[src/rtl/qkv_proj_sched_if.sv]
// Handshake bundle between the Q/K/V projection sequencer and its neighbours.
// The master modport is the sequencer; the slave modport is the surrounding environment.
interface qkv_proj_sched_if #(
    parameter int LW = 8
);
    logic          cmd_valid;
    logic          cmd_ready;
    logic [LW-1:0] cmd_len;
    logic          tok_valid;
    logic          tok_ready;
    logic          proj_start;
    logic          proj_in_valid;
    logic          proj_out_valid;
    logic          res_valid;
    logic          res_ready;
    logic [LW-1:0] res_idx;
    logic          busy;
    logic          done;
    logic          err_timeout;

    modport master (
        input  cmd_valid, cmd_len, tok_valid, proj_out_valid, res_ready,
        output cmd_ready, tok_ready, proj_start, proj_in_valid, res_valid,
               res_idx, busy, done, err_timeout
    );

    modport slave (
        output cmd_valid, cmd_len, tok_valid, proj_out_valid, res_ready,
        input  cmd_ready, tok_ready, proj_start, proj_in_valid, res_valid,
               res_idx, busy, done, err_timeout
    );
endinterface

[src/rtl/qkv_proj_sched.sv]
// Q/K/V projection sequencer: one token in flight at a time, start/feed/wait/emit per token,
// with a watchdog on the projection unit's out_valid.
//
// state   | meaning
// --------+-------------------------------------------------------------
// S_IDLE  | waiting for a command, cmd_ready high
// S_START | one-cycle proj_start pulse for token idx
// S_FEED  | tok_ready high, proj_in_valid follows tok_valid
// S_WAIT  | waiting for proj_out_valid, watchdog timer running
// S_EMIT  | result for token idx presented downstream until res_ready
// S_DONE  | one-cycle done pulse, normal end or watchdog abort
module qkv_proj_sched #(
    parameter int MAX_LEN = 128,
    parameter int LW      = $clog2(MAX_LEN + 1),
    parameter int TIMEOUT = 1024,
    parameter int TW      = $clog2(TIMEOUT)
) (
    input  logic                   clk,
    input  logic                   rst,
    qkv_proj_sched_if.master       bus
);

    typedef enum logic [2:0] {
        S_IDLE,
        S_START,
        S_FEED,
        S_WAIT,
        S_EMIT,
        S_DONE
    } state_t;

    localparam logic [LW-1:0] MAX_LEN_W  = LW'(MAX_LEN);
    localparam logic [TW-1:0] TIMER_LAST = TW'(TIMEOUT - 1);

    state_t        state, state_nxt;
    logic [LW-1:0] idx, idx_nxt;
    logic [LW-1:0] len, len_nxt;
    logic [TW-1:0] timer, timer_nxt;
    logic          err, err_nxt;

    always_ff @(posedge clk or posedge rst) begin
        if (rst) begin
            state <= S_IDLE;
            idx   <= '0;
            len   <= '0;
            timer <= '0;
            err   <= 1'b0;
        end else begin
            state <= state_nxt;
            idx   <= idx_nxt;
            len   <= len_nxt;
            timer <= timer_nxt;
            err   <= err_nxt;
        end
    end

    always_comb begin
        state_nxt = state;
        idx_nxt   = idx;
        len_nxt   = len;
        timer_nxt = timer;
        err_nxt   = err;

        bus.cmd_ready     = 1'b0;
        bus.tok_ready     = 1'b0;
        bus.proj_start    = 1'b0;
        bus.proj_in_valid = 1'b0;
        bus.res_valid     = 1'b0;
        bus.res_idx       = '0;
        bus.busy          = 1'b1;
        bus.done          = 1'b0;
        bus.err_timeout   = err;

        case (state)
            S_IDLE: begin
                bus.cmd_ready = 1'b1;
                bus.busy      = 1'b0;
                if (bus.cmd_valid) begin
                    len_nxt   = (bus.cmd_len > MAX_LEN_W) ? MAX_LEN_W : bus.cmd_len;
                    idx_nxt   = '0;
                    err_nxt   = 1'b0;
                    state_nxt = (bus.cmd_len == '0) ? S_DONE : S_START;
                end
            end
            S_START: begin
                bus.proj_start = 1'b1;
                state_nxt      = S_FEED;
            end
            S_FEED: begin
                bus.tok_ready     = 1'b1;
                bus.proj_in_valid = bus.tok_valid;
                if (bus.tok_valid) begin
                    timer_nxt = '0;
                    state_nxt = S_WAIT;
                end
            end
            S_WAIT: begin
                // A result arriving on the expiry cycle still counts as on time.
                if (bus.proj_out_valid) begin
                    state_nxt = S_EMIT;
                end else if (timer == TIMER_LAST) begin
                    err_nxt   = 1'b1;
                    state_nxt = S_DONE;
                end else begin
                    timer_nxt = timer + TW'(1);
                end
            end
            S_EMIT: begin
                bus.res_valid = 1'b1;
                bus.res_idx   = idx;
                if (bus.res_ready) begin
                    if (idx == len - LW'(1)) begin
                        state_nxt = S_DONE;
                    end else begin
                        idx_nxt   = idx + LW'(1);
                        state_nxt = S_START;
                    end
                end
            end
            S_DONE: begin
                bus.done  = 1'b1;
                state_nxt = S_IDLE;
            end
            default: begin
                state_nxt = S_IDLE;
            end
        endcase
    end

endmodule

[src/flat_wrapper.sv]
// flat-port wrapper written by rule: the top's interface ports become plain ports
module qkv_proj_sched_flat 
#(
    parameter int MAX_LEN = 128,
    parameter int LW      = $clog2(MAX_LEN + 1),
    parameter int TIMEOUT = 1024,
    parameter int TW      = $clog2(TIMEOUT)
)
  (clk, rst, bus_cmd_valid, bus_cmd_len, bus_tok_valid, bus_proj_out_valid, bus_res_ready, bus_cmd_ready, bus_tok_ready, bus_proj_start, bus_proj_in_valid, bus_res_valid, bus_res_idx, bus_busy, bus_done, bus_err_timeout);
  qkv_proj_sched_if #(.LW(LW)) bus_i ();
  input  logic clk;
  input  logic rst;
  input wire logic [$bits(bus_i.cmd_valid)-1:0] bus_cmd_valid;
  input wire logic [$bits(bus_i.cmd_len)-1:0] bus_cmd_len;
  input wire logic [$bits(bus_i.tok_valid)-1:0] bus_tok_valid;
  input wire logic [$bits(bus_i.proj_out_valid)-1:0] bus_proj_out_valid;
  input wire logic [$bits(bus_i.res_ready)-1:0] bus_res_ready;
  output wire logic [$bits(bus_i.cmd_ready)-1:0] bus_cmd_ready;
  output wire logic [$bits(bus_i.tok_ready)-1:0] bus_tok_ready;
  output wire logic [$bits(bus_i.proj_start)-1:0] bus_proj_start;
  output wire logic [$bits(bus_i.proj_in_valid)-1:0] bus_proj_in_valid;
  output wire logic [$bits(bus_i.res_valid)-1:0] bus_res_valid;
  output wire logic [$bits(bus_i.res_idx)-1:0] bus_res_idx;
  output wire logic [$bits(bus_i.busy)-1:0] bus_busy;
  output wire logic [$bits(bus_i.done)-1:0] bus_done;
  output wire logic [$bits(bus_i.err_timeout)-1:0] bus_err_timeout;
  assign bus_i.cmd_valid = bus_cmd_valid;
  assign bus_i.cmd_len = bus_cmd_len;
  assign bus_i.tok_valid = bus_tok_valid;
  assign bus_i.proj_out_valid = bus_proj_out_valid;
  assign bus_i.res_ready = bus_res_ready;
  assign bus_cmd_ready = bus_i.cmd_ready;
  assign bus_tok_ready = bus_i.tok_ready;
  assign bus_proj_start = bus_i.proj_start;
  assign bus_proj_in_valid = bus_i.proj_in_valid;
  assign bus_res_valid = bus_i.res_valid;
  assign bus_res_idx = bus_i.res_idx;
  assign bus_busy = bus_i.busy;
  assign bus_done = bus_i.done;
  assign bus_err_timeout = bus_i.err_timeout;
  qkv_proj_sched #(.MAX_LEN(MAX_LEN), .LW(LW), .TIMEOUT(TIMEOUT), .TW(TW)) u_core (.clk(clk), .rst(rst), .bus(bus_i));
endmodule
[config.mk]
export PLATFORM = sky130hd
export DESIGN_NAME = qkv_proj_sched_flat
export DESIGN_NICKNAME = d
export VERILOG_FILES = /design/src/rtl/qkv_proj_sched_if.sv /design/src/rtl/qkv_proj_sched.sv /design/src/flat_wrapper.sv
export SDC_FILE = /design/constraint.sdc
export NUM_CORES = 1
export LEC_CHECK = 0
export BUFFER_PORTS_ARGS = -buffer_cell sky130_fd_sc_hd__buf_2
export CAP_MARGIN = 0
export CORE_MARGIN = 10
export CORE_UTILIZATION = 56
export DETAILED_ROUTE_END_ITERATION = 6
export MAX_ROUTING_LAYER = met4
export PLACE_DENSITY = 0.82
export SLEW_MARGIN = 20
export SYNTH_ARGS = -nofsm -noshare
export SYNTH_HDL_FRONTEND = slang
export SYNTH_SLANG_ARGS = --single-unit
export TNS_END_PERCENT = 100
[constraint.sdc]
create_clock -name clk -period 2.5 [get_ports clk]
set_input_delay 0.5 -clock clk [delete_from_list [all_inputs] [get_ports clk]]
set_output_delay 0.5 -clock clk [all_outputs]
set_load 0.02 [all_outputs]
# [Word level (Yosys, flattened, before mapping)]
# Index checks and enable logic that the tools add are counted.
[totals] inputBits=14 reg_bits=30
[classes] n_reduce_logical=10 n_lt_le_gt_ge=1 muxes=29 n_eq_ne=15 n_addsub=3
[ops] cell="8-bit two-way mux" count=5
[ops] cell="10-bit two-way mux" count=3
[ops] cell="3-bit two-way mux" count=7
[ops] cell="10-bit case mux with 2 select lines" count=1
[ops] cell="8-bit case mux with 2 select lines" count=1
[ops] cell="4-bit AND reduction" count=4
[ops] cell="3-bit case mux with 5 select lines" count=1
[ops] cell="2-bit != test, second input constant" count=6
[ops] cell="10-bit by 1-bit adder with 10-bit output, second input constant" count=1
[ops] cell="10-bit == test, second input constant" count=1
[ops] cell="1-bit two-way mux" count=10
[ops] cell="8-bit by 1-bit adder with 8-bit output, second input constant" count=1
[ops] cell="8-bit == test" count=1
[ops] cell="8-bit > comparator, second input constant" count=1
[ops] cell="8-bit logical NOT" count=1
[ops] cell="8-bit by 1-bit subtractor with 8-bit output, second input constant" count=1
[ops] cell="3-bit by 2-bit == test with 1-bit output, second input constant" count=2
[ops] cell="3-bit == test, second input constant" count=2
[ops] cell="2-bit nonzero test" count=3
[ops] cell="3-bit by 1-bit == test with 1-bit output, second input constant" count=1
[ops] cell="3-bit logical NOT" count=1
[ops] cell="3-bit by 2-bit != test with 1-bit output, second input constant" count=1
[ops] cell="2-bit by 1-bit != test with 1-bit output, second input constant" count=1
[ops] cell="1-bit case mux with 2 select lines" count=1
[ops] cell="2-bit AND reduction" count=1

# [Depth between registers and ports, before layout]
[logic_depth] word_depth=5 mapped_depth=10

# [Worst setup path after synthesis]
# OpenSTA, ideal clock, no wires.
[synth_path] path_type="register -> output" start="register u_core.timer[0] (netlist name)" end="output port bus_proj_in_valid" path_slack_ps=33 path_buffers=1 path_stages_with_launch=8 t_arrival_ps=1967 cell_sequence="dfrtp_1 ha_1 and3_1 a31oi_1 mux2_2 nand2_1 clkbuf_1 a21oi_1"
[synth_lines] element="to (decl)" line_no="flat_wrapper.sv:21" source="output wire logic [$bits(bus_i.proj_in_valid)-1:0] bus_proj_in_valid;"

==> Flow_metrics.wiki <==
{| class="wikitable"
! Metric !! Value
|-
| Run status || finished, final reports clean
|-
| Cell type group with the largest total delay on the critical path || flip-flops
|-
| Overall power after layout || 2.08 mW
|-
| Min Tclk post-route || 2.39 ns
|-
| Slowest Stage Delay on Critical Path || 0.41 ns
|-
| Total length of routed met2 wires || 2.17 mm
|-
| Chip width || 78.6 µm
|-
| Fraction of final layout cells sized beyond drive strength 1 || 0.229
|-
| Register area share after synthesis || 0.390
|-
| Detailed router's first-iteration violation count || 122
|-
| Detail-routed via count per cell || 5.88
|-
| Count of mapped cells out of synthesis || 228
|-
| # rows || 21
|-
| Synth-to-Final Area Change || 18.2%
|-
| Clock tree root driver cell || clkbuf_4
|-
| Placed instance area || 0.00212 mm²
|-
| Synthesized-area fraction occupied by ao, oa, aoi and oai cells || 0.167
|-
| Synthesis-stage register bit count || 30
|-
| Uppermost signal routing layer after detailed routing || met4
|-
| Path class of the lowest-slack min-delay path || in -> async
|-
| Timing-limited maximum frequency || 419 MHz
|-
| Simple-gate share of the synthesized area || 0.306
|-
| H-tree lvl count || 2
|-
| Number of library cell types mapped by synthesis || 45
|-
| Count of antenna-violating nets left after detailed routing || 0
|-
| Adder-cell share of the synthesized area || 0.0195
|-
| Pwr Density || 915 mW/mm²
|-
| Biggest area consumer among synthesized cells || dfrtp_1
|-
| Post-route fraction of the period consumed by the critical path || 0.955
|-
| Area fraction of the dominant cell type after synthesis || 0.390
|-
| Leftover overflow at the end of global routing || 0
|-
| Number of antenna diodes || 0
|-
| Post-route clock skew || 0.0152 ns
|-
| Synthesized area divided by synthesized cell count || 8.43 µm²
|-
| Clock tree from TritonCTS || yes
|-
| Worst ir drop on vdd || 0.541 mV
|-
| Drt drc || 0
|-
| Number of buffers and inverters on the critical path || 1
|-
| Actual slew at the worst max-slew pin || 0.602 ns
|-
| Worst-path maximum fanout || 5
|-
| Estimated wirelength of the detail-placed design || 3.53 mm
|-
| Die Ht || 78.6 µm
|-
| Endpoint class of the critical path || output port
|-
| Fraction of synthesized area in multiplexers || 0.0293
|-
| WP data required || 2.00 ns
|-
| Met3 Routed Length || 248 µm
|-
| Core region area || 0.00334 mm²
|-
| Pin count of the biggest net entering global routing || 31
|-
| Initial antenna violation count || 0
|-
| Clock-pin transition on the worst setup and hold timing paths || 0.10 ns
|-
| Share of the synthesized netlist area taken by xor and xnor gates || 0.0410
|-
| Worst setup slack before clock tree synthesis || 0.237 ns
|-
| Yosys Warn Count || 0
|-
| Dominant combinational cell family by area after synthesis || simple AND/OR/NAND/NOR gates
|-
| Final-stage net count || 283
|-
| CP max stage cell || dfrtp_1
|-
| CTS Buffer Depth || 2
|-
| Sinks on the clock net || 30
|-
| Cell Area, Synth || 0.00192 mm²
|-
| Final setup fails || 0
|-
| Total number of vias || 1,836
|-
| RePlAce Congestion || 0.940
|-
| Count of maximum capacitance violations || 0
|-
| GRT Total Usage || 0.162
|-
| Clock latency reported for the late side of the worst-skew pair || 0.34 ns
|-
| Top-Level Pins || 30
|-
| Hold Vio Cnt, Final || 0
|-
| Sum of routed wire segments on met1 || 2.27 mm
|-
| Startpoint type of the worst setup path || flip-flop
|-
| Syn nets || 245
|-
| Number of clock buffers inserted by TritonCTS || 5
|-
| Global-route wire length before repair || 8.16 mm
|-
| Overall die area || 0.00618 mm²
|-
| Leakage || 1.10 nW
|-
| Classification of the worst setup path || reg -> out
|-
| Total of hold buffers inserted after clock tree synthesis || 0
|-
| Via count of the first global-routing pass || 1,859
|-
| Total wirelength of the detailed-routed design || 4.76 mm
|-
| Cells along the critical path || ha_2, and3_1, a31oi_2, mux2_2, nand2_1, a21oi_2, buf_4
|-
| Pins over their slew limit || 0
|-
| Relative slew slack || 0.599
|-
| Data arrival time of the critical path || 1.89 ns
|-
| Cells taking the most area after synthesis || dfrtp_1, nand2_1, and3_1
|-
| Initial core utilization || 0.576
|-
| I/O Buffers || 29
|-
| Worst hold slack || 0.211 ns
|-
| Final Cell Area || 0.00227 mm²
|-
| Number of iterations in the first detailed-routing pass || 4
|-
| Final setup margin || 0.112 ns
|-
| Average wire per standard cell || 15.2 µm
|}
[logic make-up (layout without fill, tap and decap cells)]
kind of cell | count (synthesis) | count (layout)
muxes | 5 | 5
adders and majority gates | 3 | 3
buffers and inverters | 20 | 58
AOI/OAI and AO/OA | 52 | 52
and+or+nand+nor | 109 | 109
xor gates and xnor gates | 9 | 9
DFF | 30 | 30
[sequential cells by signal, summed over array words and instances, names as in the netlist]
name,flops
u_core.state,3
u_core.timer,10
u_core.bus.err_timeout,1
u_core.len,8
u_core.idx,8
[per-stage QoR]
stage	std cells	setup TNS, ns	util
2_1_floorplan	228	0	-
3_3_place_gp	298	0	0.636
3_5_place_dp	298	0	0.636
4_1_cts	311	0	0.676
5_1_grt	312	-0.0217	0.681
6_report	312	0	0.681
[worst reg2reg max path, cell delays in order (launching register included)]
cell,delay [ns]
dfrtp_1,0.41
ha_2,0.22
and3_1,0.20
a31oi_2,0.18
buf_4,0.13
buf_4,0.09
buf_4,0.09
buf_4,0.09
buf_4,0.08
buf_4,0.09
buf_4,0.12
nand3_1,0.18
o41ai_1,0.37
[routing by layer]
metal | vias up | global-route usage
met3 | 10 | 0.0490
met5 | - | -
li1 | 900 | -
met1 | 870 | 0.191
met4 | 0 | 0.0627
met2 | 56 | 0.255
[layout make-up]
type,count,area [µm²]
Tap cell,46,57.6
Inverter,7,26.3
Fill cell,296,1060
Timing Repair Buffer,44,260
Multi-Input combinational cell,178,1100
Clock inverter,1,30.0
Clock buffer,6,51.3
Sequential cell,30,751
[power by group]
| part | total [mW] | leakage (nW) | switching, mW | internal (mW) |
|---|---|---|---|---|
| registers | 0.771 | 0.405 | 0.194 | 0.578 |
| logic | 0.907 | 0.649 | 0.511 | 0.396 |
| clock network | 0.402 | 0.0443 | 0.169 | 0.233 |
[timing repair]
| item | CTS | global route |
|---|---|---|
| setup endpoints to repair | 1 | 2 |
| resized for setup | 2 | 2 |
| buffers inserted | 6 | 1 |
| pin swaps | 1 | 0 |
[cell usage in the layout, fill, tap and decap left out, types with 4 or more instances in the layout]
cell,n
inv_1,7
buf_2,28
nand3b_1,7
nor2_1,15
xor2_1,6
clkbuf_4,5
o31ai_1,4
and3_1,15
o21ai_0,18
nand4_1,6
nand2_1,30
nor3_1,6
a21oi_1,7
buf_4,16
o21ai_1,8
or3_1,6
dfrtp_1,30
nand3_1,7
[cell usage after synthesis, drive strengths merged]
| cell | count |
|---|---|
| clkbuf | 7 |
| buf | 6 |
| o21ai | 26 |
| a211oi | 2 |
| nor2b | 4 |
| a31oi | 1 |
| o31ai | 4 |
| nor3 | 6 |
| nand4 | 6 |
| o211ai | 1 |
| xor2 | 6 |
| a21oi | 10 |
| nand2b | 2 |
| a41oi | 2 |
| o221ai | 1 |
| or4 | 1 |
| o21ba | 1 |
| o41ai | 1 |
| a221oi | 1 |
| and4 | 2 |
| nand3b | 7 |
| mux2i | 3 |
| dfrtp | 30 |
| nand2 | 30 |
| or3 | 6 |
| ha | 3 |
| nor4 | 3 |
| and3b | 1 |
| and3 | 15 |
| mux2 | 2 |
| nor3b | 1 |
| nor2 | 15 |
| o21bai | 1 |
| o22a | 1 |
| xnor2 | 3 |
| inv | 7 |
| nand3 | 7 |
| and2 | 3 |
[worst paths after layout]
path,startpoint,end,slack (ns),depth (start not counted)
setup / recovery,u_core.timer[0],bus_proj_in_valid,0.11,7
hold / removal,rst,u_core.timer[9],0.21,3
setup reg to reg,u_core.timer[0],u_core.timer[6],0.14,12
hold reg to reg,u_core.timer[4],u_core.timer[4],0.51,1
max in group asynchronous,rst,u_core.idx[6],1.99,3
min in group clk,bus_res_ready,u_core.state[0],0.41,3
Power figures use the tool's default switching activity.
